===== src/rtl/fetch_unit.sv =====
// Instruction fetch stage: holds the PC, fetches one word per instruction over
// a valid/ready request + valid response port, and computes the next PC on handoff.
// Optional misaligned-target trap is enabled by defining FETCH_MISALIGN_CHK_EN.
module fetch_unit #(
  parameter logic [31:0] RESET_PC  = 32'h0000_0000,
  parameter logic [31:0] NOP_INSTR = 32'h0000_0013
) (
  input  logic        clk,
  input  logic        rst_n,
  output logic        imem_req_valid,
  input  logic        imem_req_ready,
  output logic [31:0] imem_addr,
  input  logic        imem_rsp_valid,
  input  logic [31:0] imem_rsp_data,
  output logic        instr_valid,
  input  logic        instr_ready,
  output logic [31:0] instr,
  output logic [31:0] pc_out,
  output logic [6:0]  opcode,
  output logic [2:0]  funct3,
  output logic [6:0]  funct7,
  input  logic [1:0]  next_pc_sel,
  input  logic        branch_taken,
  input  logic [31:0] imm_target,
  input  logic [31:0] jalr_target,
  output logic        misalign_err
);

  typedef enum logic [1:0] {
    S_REQ  = 2'b00,
    S_WAIT = 2'b01,
    S_HOLD = 2'b10
`ifdef FETCH_MISALIGN_CHK_EN
    , S_FAULT = 2'b11
`endif
  } state_t;

  state_t      state_r;
  logic [31:0] pc_r;
  logic        req_valid_r;
  logic        instr_valid_r;
  logic [31:0] instr_r;
  logic [31:0] pc_out_r;
  logic        misalign_r;
  logic [31:0] seq_pc_s;
  logic [31:0] raw_next_pc_s;
  logic [31:0] next_pc_s;
  logic        misaligned_s;

  assign seq_pc_s = pc_out_r + 32'd4;

  // Next-PC selection; JALR target has bit 0 cleared.
  always_comb begin
    raw_next_pc_s = seq_pc_s;
    case (next_pc_sel)
      2'b00:   raw_next_pc_s = seq_pc_s;
      2'b01:   raw_next_pc_s = branch_taken ? imm_target : seq_pc_s;
      2'b10:   raw_next_pc_s = imm_target;
      2'b11:   raw_next_pc_s = jalr_target & 32'hFFFF_FFFE;
      default: raw_next_pc_s = seq_pc_s;
    endcase
  end

`ifdef FETCH_MISALIGN_CHK_EN
  assign next_pc_s    = raw_next_pc_s;
  assign misaligned_s = (raw_next_pc_s[1:0] != 2'b00);
`else
  // Without the trap, low bits are simply dropped so fetch stays word-aligned.
  assign next_pc_s    = raw_next_pc_s & 32'hFFFF_FFFC;
  assign misaligned_s = 1'b0;
`endif

  // Fetch FSM with all outputs held in registers.
  always_ff @(posedge clk or negedge rst_n) begin
    if (!rst_n) begin
      state_r       <= S_REQ;
      pc_r          <= RESET_PC;
      req_valid_r   <= 1'b0;
      instr_valid_r <= 1'b0;
      instr_r       <= NOP_INSTR;
      pc_out_r      <= RESET_PC;
      misalign_r    <= 1'b0;
    end else begin
      case (state_r)
        S_REQ: begin
          if (req_valid_r && imem_req_ready) begin
            state_r     <= S_WAIT;
            req_valid_r <= 1'b0;
          end else begin
            req_valid_r <= 1'b1;
          end
        end
        S_WAIT: begin
          if (imem_rsp_valid) begin
            instr_r       <= imem_rsp_data;
            pc_out_r      <= pc_r;
            instr_valid_r <= 1'b1;
            state_r       <= S_HOLD;
          end else begin
            state_r <= S_WAIT;
          end
        end
        S_HOLD: begin
          if (instr_valid_r && instr_ready) begin
            pc_r          <= next_pc_s;
            instr_valid_r <= 1'b0;
            instr_r       <= NOP_INSTR;
            if (misaligned_s) begin
`ifdef FETCH_MISALIGN_CHK_EN
              state_r    <= S_FAULT;
              misalign_r <= 1'b1;
`else
              state_r     <= S_REQ;
              req_valid_r <= 1'b1;
`endif
            end else begin
              state_r     <= S_REQ;
              req_valid_r <= 1'b1;
            end
          end else begin
            state_r <= S_HOLD;
          end
        end
`ifdef FETCH_MISALIGN_CHK_EN
        // Only reset leaves the fault state.
        S_FAULT: begin
          req_valid_r   <= 1'b0;
          instr_valid_r <= 1'b0;
        end
`endif
        default: begin
          state_r       <= S_REQ;
          req_valid_r   <= 1'b0;
          instr_valid_r <= 1'b0;
          instr_r       <= NOP_INSTR;
        end
      endcase
    end
  end

  assign imem_req_valid = req_valid_r;
  assign imem_addr      = pc_r;
  assign instr_valid    = instr_valid_r;
  assign instr          = instr_r;
  assign pc_out         = pc_out_r;
  assign opcode         = instr_r[6:0];
  assign funct3         = instr_r[14:12];
  assign funct7         = instr_r[31:25];
  assign misalign_err   = misalign_r;

endmodule


===== config.mk =====
export PLATFORM = sky130hd
export DESIGN_NAME = fetch_unit
export DESIGN_NICKNAME = d
export VERILOG_FILES = /design/src/rtl/fetch_unit.sv
export SDC_FILE = /design/constraint.sdc
export NUM_CORES = 1
export LEC_CHECK = 0
export ABC_AREA = 1
export CAP_MARGIN = 0
export CORE_MARGIN = 5
export CORE_UTILIZATION = 39
export CTS_CLUSTER_DIAMETER = 120
export DETAILED_ROUTE_END_ITERATION = 16
export DONT_BUFFER_PORTS = 1
export HOLD_SLACK_MARGIN = 0.02
export REMOVE_ABC_BUFFERS = 1
export SYNTH_ARGS = -nofsm -noshare
export SYNTH_HDL_FRONTEND = slang
export SYNTH_SLANG_ARGS = --single-unit

===== constraint.sdc =====
create_clock -name clk -period 2.2 [get_ports clk]
set_input_delay 0.66 -clock clk [delete_from_list [all_inputs] [get_ports clk]]
set_output_delay 0.66 -clock clk [all_outputs]
set_load 0.03 [all_outputs]

Word-level counts from Yosys, hierarchy flattened
Index checks and enable logic that the tools add are counted.

storage, ports and cells
  flip-flop bits (word level) = 96
  input port bits = 104
  output and inout bits = 116
  word-level logic and storage cells = 40

cells by class
  $add $sub $neg = 1
  equal/unequal tests = 8
  mux-type cells = 15
  bitwise operators = 2
  reductions and logical operators = 8

operators with widths
  kind                                                  count
  case mux 32 bit (4 select lines)                      1
  two-way mux 32 bit                                    3
  case mux 32 bit (3 select lines)                      1
  adder 32 x 3 -> 32 bit (second input constant)        1
  equality test 2 bit (second input constant)           3
  two-way mux 2 bit                                     3
  != test 2 bit (second input constant)                 3
  case mux 1 bit (3 select lines)                       2
  case mux 2 bit (3 select lines)                       1
  AND reduction 2 bit                                   3
  equality test 2 x 1 -> 1 bit (second input constant)  2
  zero test 2 bit                                       2
  two-way mux 1 bit                                     4
  AND reduction 3 bit                                   1
  logical AND 1 bit                                     2
  NOT 1 bit                                             2

Logic depth before layout (Yosys ltp)
  depth after elaboration = 3
  mapped depth = 11
  mapped depth without buffers = 11

Worst setup path before layout
No wires, ideal clock.

  path kind = register -> register
  start = register pc_out_r[3], in the netlist pc_out[3]
  end = register pc_r[18], in the netlist imem_addr[18]
  library setup time = 77 ps
  data arrival time = 1585 ps
  data required time = 2123 ps
  slack = 537 ps
  stages on the path, launching flop included = 9
  buffers on the path = 0
  period minus slack after synthesis = 1663 ps
  path through = dfrtp_1 ha_1 nand2_1 nor2_4 nand2_4 nor2_8 xor2_2 nand2_1 a21oi_1

between the ends
  word-level cells in the longest chain between the ends = 3

ends and longest elaborated chain
  what                                line  RTL
  start, declared                     43    logic [31:0] pc_out_r;
  start signal, assigned              96    pc_out_r <= pc_r;
  adder 32 x 3 -> 32 bit *            50    assign seq_pc_s = pc_out_r + 32'd4;
  two-way mux 32 bit                  57    2'b01: raw_next_pc_s = branch_taken ? imm_target : seq_pc_s;
  case mux 32 bit (4 select lines) *  55    case (next_pc_sel)
  end signal, assigned                105   pc_r <= next_pc_s;
  end, declared                       39    logic [31:0] pc_r;

Mark *: on every way between the ends. The rest lies on a longest branch, timed or not.
A chain may end at the register's enable or synchronous reset.

Worst setup path after layout
  start = register pc_out_r[12], in the netlist pc_out[12]
  end = register pc_r[25], in the netlist imem_addr[25]

Same word-level chain as after synthesis.

==> results.txt <==
The launch point of the worst reg-to-reg path is pc_out[12]$_DFFE_PN0P_. In this run the remaining antenna-violating nets after routing total 0. The number of CTS-inserted buffers came out at 9. The clock root buffer is sky130_fd_sc_hd__clkbuf_16. Once the clock tree was built, the resizer swapped 0 gates to a different size. The level count of the clock H-tree is 3.

The aggregate routed wire length is 14,600 um. Measured in cells, the most critical reg-to-reg path has a length of 9. The critical path data arrival time came out at ~2.0 ns. Compared with the post-synthesis result, the final layout area differs by 10.3%. The cell count after synthesis came out at 597. The number of pins exceeding their max-slew limit in the final report came out at 0. The register-to-register setup slack came out at about 0.43 ns. The horizontal die dimension came out at around 120 um. The worst max-slew margin expressed relative to the limit came out at 0.589.

The post-synthesis sequential element count is 96. The period utilization is 0.805. The number of global-route vias before repair came out at between 4k and 5k. The via count normalized by instance count came out at between 5 and 6. The pre-CTS setup slack came out at ~0.43 ns. For this run, the register share of the synthesized area comes to 0.479. The class of the worst hold path is input port to asynchronous set/reset pin. Summed over all cells, the static leakage comes to between 2 and 3 nW. The area share of the largest cell type after synthesis is 0.463. The final worst-path setup slack is approximately 0.43 ns. Tracing the worst setup path back leads to its startpoint at pc_out[12]$_DFFE_PN0P_. The total count of hold-check failures in the final report came out at 0. The clock net sink count came out at 96. The worst setup path is launched from a flip-flop. The run finished with clean final reports.

TritonCTS built the clock tree. The setup-violating endpoint count in the final report came out at 0. The most critical setup path has its endpoint at imem_addr[25]$_DFFE_PN0P_. The global-route total usage across every layer is 0.191. The worst register-to-register path ends at imem_addr[25]$_DFFE_PN0P_.

The number of buffer cells added on primary ports is 0. The largest total area in the synthesized netlist belongs to sky130_fd_sc_hd__dfrtp_1. The upper clock frequency limit came out at roughly 560 MHz. The number of buffers on the longest clock path came out at 2. The share of layout cells above drive strength 1 is 0.132. The violation count after the first detailed-routing iteration came out at 187.

Entering global routing, the biggest net connects 97 pins. For this configuration, the core starts out at a cell density of 0.398. After filler insertion, the fill cell instance count of the layout stands at between 1k and 1.5k. The clock-pin slew on the worst setup and hold paths came out at around 0.07 ns. The critical path is of the flip-flop to flip-flop type. The worst setup skew after layout is between 0.008 and 0.009 ns. Dividing total power by cell area gives a power density of ~1700 nW/um^2.

The max-cap check violation count came out at 0. The placed instance count came out at around 760. The number of antenna diodes in the final layout is 0. The worst path in the final design needs a cycle of about 1.8 ns, including I/O delays and setup. For the pin with the worst max-slew slack, the measured transition is slightly above 0.6 ns. The number of antenna violations at the first check in global routing came out at 0. The mean cell area of the mapped netlist came out at between 8 and 9 sq um. The post-route non-filler standard cell count came out at approximately 770. The nature of the critical path endpoint is a flip-flop.

The area inside the core boundary came out at 12,600 sq um. The required time of the critical path is between 2 and 2.5 ns. The distinct cell type count after synthesis came out at 36.

The die covers roughly 15,000 sq um. In this run the core area contains 41 standard-cell rows. The source-to-sink clock delay at the later pin of the worst-skew pair came out at roughly 0.35 ns. The total number of vias came out at 4,077. The worst-case vdd ir drop is 0.000562 V.

The remaining design rule violation count is 0. The total power came out at 9.62 mW. The mapped netlist covers between 5000 and 6000 sq um. Setup repair after global routing left no endpoint under its margin. The total half-perimeter wirelength after legalization and detailed placement came out at roughly 11,000 um. The last weighted congestion value of the routability-driven placer came out at 0.838. In this run the worst path has a maximum fanout of 6. The number of nets in the finished design came out at roughly 700. The overall overflow remaining after global route is 0. The number of top-level pins came out at between 200 and 250. By area the synthesized netlist is led by sky130_fd_sc_hd__dfrtp_1 (46%), sky130_fd_sc_hd__nand2_1 (12%), sky130_fd_sc_hd__a22o_1 (8.4%). The warning count from the yosys run is 1.

The first-pass iteration count of the detailed router is 5. The wire length of the first global-routing pass is 22,100 um. The average routed wire per standard cell came out at between 15 and 20 um.

In this run the vertical extent of the chip is approximately 120 um. After routing, the total negative slack on setup checks comes to 0 ns.
## registers in the layout, indices dropped and copies added (netlist names)
name	count
imem_req_valid	1
imem_addr	30
state_r	2
instr_valid	1
pc_out	30
instr	32
## routing by layer
layer,global-route usage,share of wire
met5,0,0
met4,0.0678,0.017
met3,0.0627,0.11
met2,0.315,0.47
met1,0.234,0.41
## cells in the mapped netlist
library cell / n
sky130_fd_sc_hd__nor2_4: 7
sky130_fd_sc_hd__nand3_2: 1
sky130_fd_sc_hd__xnor2_1: 6
sky130_fd_sc_hd__buf_2: 16
sky130_fd_sc_hd__o22a_1: 3
sky130_fd_sc_hd__nand4_1: 2
sky130_fd_sc_hd__ha_1: 1
sky130_fd_sc_hd__and2_1: 2
sky130_fd_sc_hd__clkbuf_1: 9
sky130_fd_sc_hd__buf_4: 23
sky130_fd_sc_hd__nand2_1: 160
sky130_fd_sc_hd__nand2_2: 5
sky130_fd_sc_hd__xor2_1: 5
sky130_fd_sc_hd__o21ai_0: 15
sky130_fd_sc_hd__xor2_2: 1
sky130_fd_sc_hd__nand3_1: 26
sky130_fd_sc_hd__a31oi_1: 8
sky130_fd_sc_hd__dfstp_2: 3
sky130_fd_sc_hd__nand2_4: 1
sky130_fd_sc_hd__nor3_1: 2
sky130_fd_sc_hd__or2_1: 3
sky130_fd_sc_hd__nor2_8: 1
sky130_fd_sc_hd__dfrtp_1: 93
sky130_fd_sc_hd__a32oi_1: 1
sky130_fd_sc_hd__o21ai_1: 2
sky130_fd_sc_hd__nor2_1: 70
sky130_fd_sc_hd__conb_1: 1
sky130_fd_sc_hd__a22o_1: 48
sky130_fd_sc_hd__inv_2: 4
sky130_fd_sc_hd__o21bai_1: 1
sky130_fd_sc_hd__nand3b_1: 4
sky130_fd_sc_hd__inv_1: 31
sky130_fd_sc_hd__or2_2: 1
sky130_fd_sc_hd__nor2_2: 8
sky130_fd_sc_hd__a22oi_1: 10
sky130_fd_sc_hd__a21oi_1: 23
## cells by family after synthesis
| logic type | Yosys count | share of synthesized area |
|---|---|---|
| xor+xnor | 12 | 0.0224 |
| flops | 96 | 0.479 |
| buf+inv | 83 | 0.0831 |
| compound gates | 111 | 0.157 |
| fa+ha+maj | 1 | 0.00249 |
| other cells | 1 | 0.000746 |
| simple gates | 293 | 0.256 |
## report_power, final
group	internal, mW	switching [mW]	leakage [nW]	total [mW]
clock	1.03	0.682	0.152	1.71
sequential	2.63	2.65	1.19	5.27
combinational	1.01	1.63	1.26	2.64
total	4.67	4.96	2.60	9.62
## cell type report
cell class	count	area [sq um]	share of cell area
clock inverter	5	80.1	0.0145
timing repair buffer	30	238	0.0429
sequential	96	2410	0.434
inverter	35	131	0.0237
tap	172	215	0.0388
multi-input combinational	422	2230	0.402
clock buffer	11	243	0.0438
## through the flow
stage                util  hold WS, ns  instance area [sq um]
floorplan               -        0.364                   4750
global placement    0.414        0.369                   5220
detailed placement  0.414        0.368                   5220
CTS                 0.439      -0.0123                   5540
global route        0.439      -0.0179                   5540
finish              0.439     0.000132                   5540
## critical path: stages (launching register included)
cell and delay (ns):
sky130_fd_sc_hd__dfrtp_1 0.61, sky130_fd_sc_hd__nand2_1 0.16, sky130_fd_sc_hd__nor2_1 0.17, sky130_fd_sc_hd__nand2_1 0.12
sky130_fd_sc_hd__nor2_4 0.23, sky130_fd_sc_hd__nand3_1 0.10, sky130_fd_sc_hd__nand3_1 0.11, sky130_fd_sc_hd__nand2_1 0.06
sky130_fd_sc_hd__nand2_1 0.05, sky130_fd_sc_hd__nand2_1 0.04
## layout by cell type (no fill, tap or decap), types with 4 or more instances in the layout
cell and instances:
sky130_fd_sc_hd__nand3_1 26, sky130_fd_sc_hd__nor2_4 8, sky130_fd_sc_hd__inv_1 31, sky130_fd_sc_hd__buf_4 29, sky130_fd_sc_hd__a21oi_1 22, sky130_fd_sc_hd__xor2_1 5, sky130_fd_sc_hd__xnor2_1 6, sky130_fd_sc_hd__conb_1 5
sky130_fd_sc_hd__nor2_1 69, sky130_fd_sc_hd__a31oi_1 8, sky130_fd_sc_hd__a22oi_1 10, sky130_fd_sc_hd__dfrtp_1 93, sky130_fd_sc_hd__nand2_2 5, sky130_fd_sc_hd__inv_2 4, sky130_fd_sc_hd__a22o_1 48, sky130_fd_sc_hd__nand3b_1 4
sky130_fd_sc_hd__nand2_1 160, sky130_fd_sc_hd__nor2_2 8, sky130_fd_sc_hd__o21ai_0 15, sky130_fd_sc_hd__clkbuf_16 9
## worst min path at each step
stage | startpoint | to | slack, ns | depth (start not counted)
after floorplan | rst_n | imem_addr[10]$_DFFE_PN0P_ | 0.36 | 0
after global routing | rst_n | imem_addr[5]$_DFFE_PN0P_ | -0.02 | 0
after global placement | rst_n | imem_addr[28]$_DFFE_PN0P_ | 0.37 | 0
final | rst_n | imem_addr[28]$_DFFE_PN0P_ | 0.0001 | 0
after CTS | rst_n | imem_addr[28]$_DFFE_PN0P_ | -0.01 | 0
after detailed placement | rst_n | imem_addr[28]$_DFFE_PN0P_ | 0.37 | 0
## timing repair
action	4_1_cts	5_1_grt
endpoints found under the setup margin	0	0
endpoints found under the hold margin	93	93
setup buffers	0	0
Note: power is estimated with default switching activity, not from simulation.
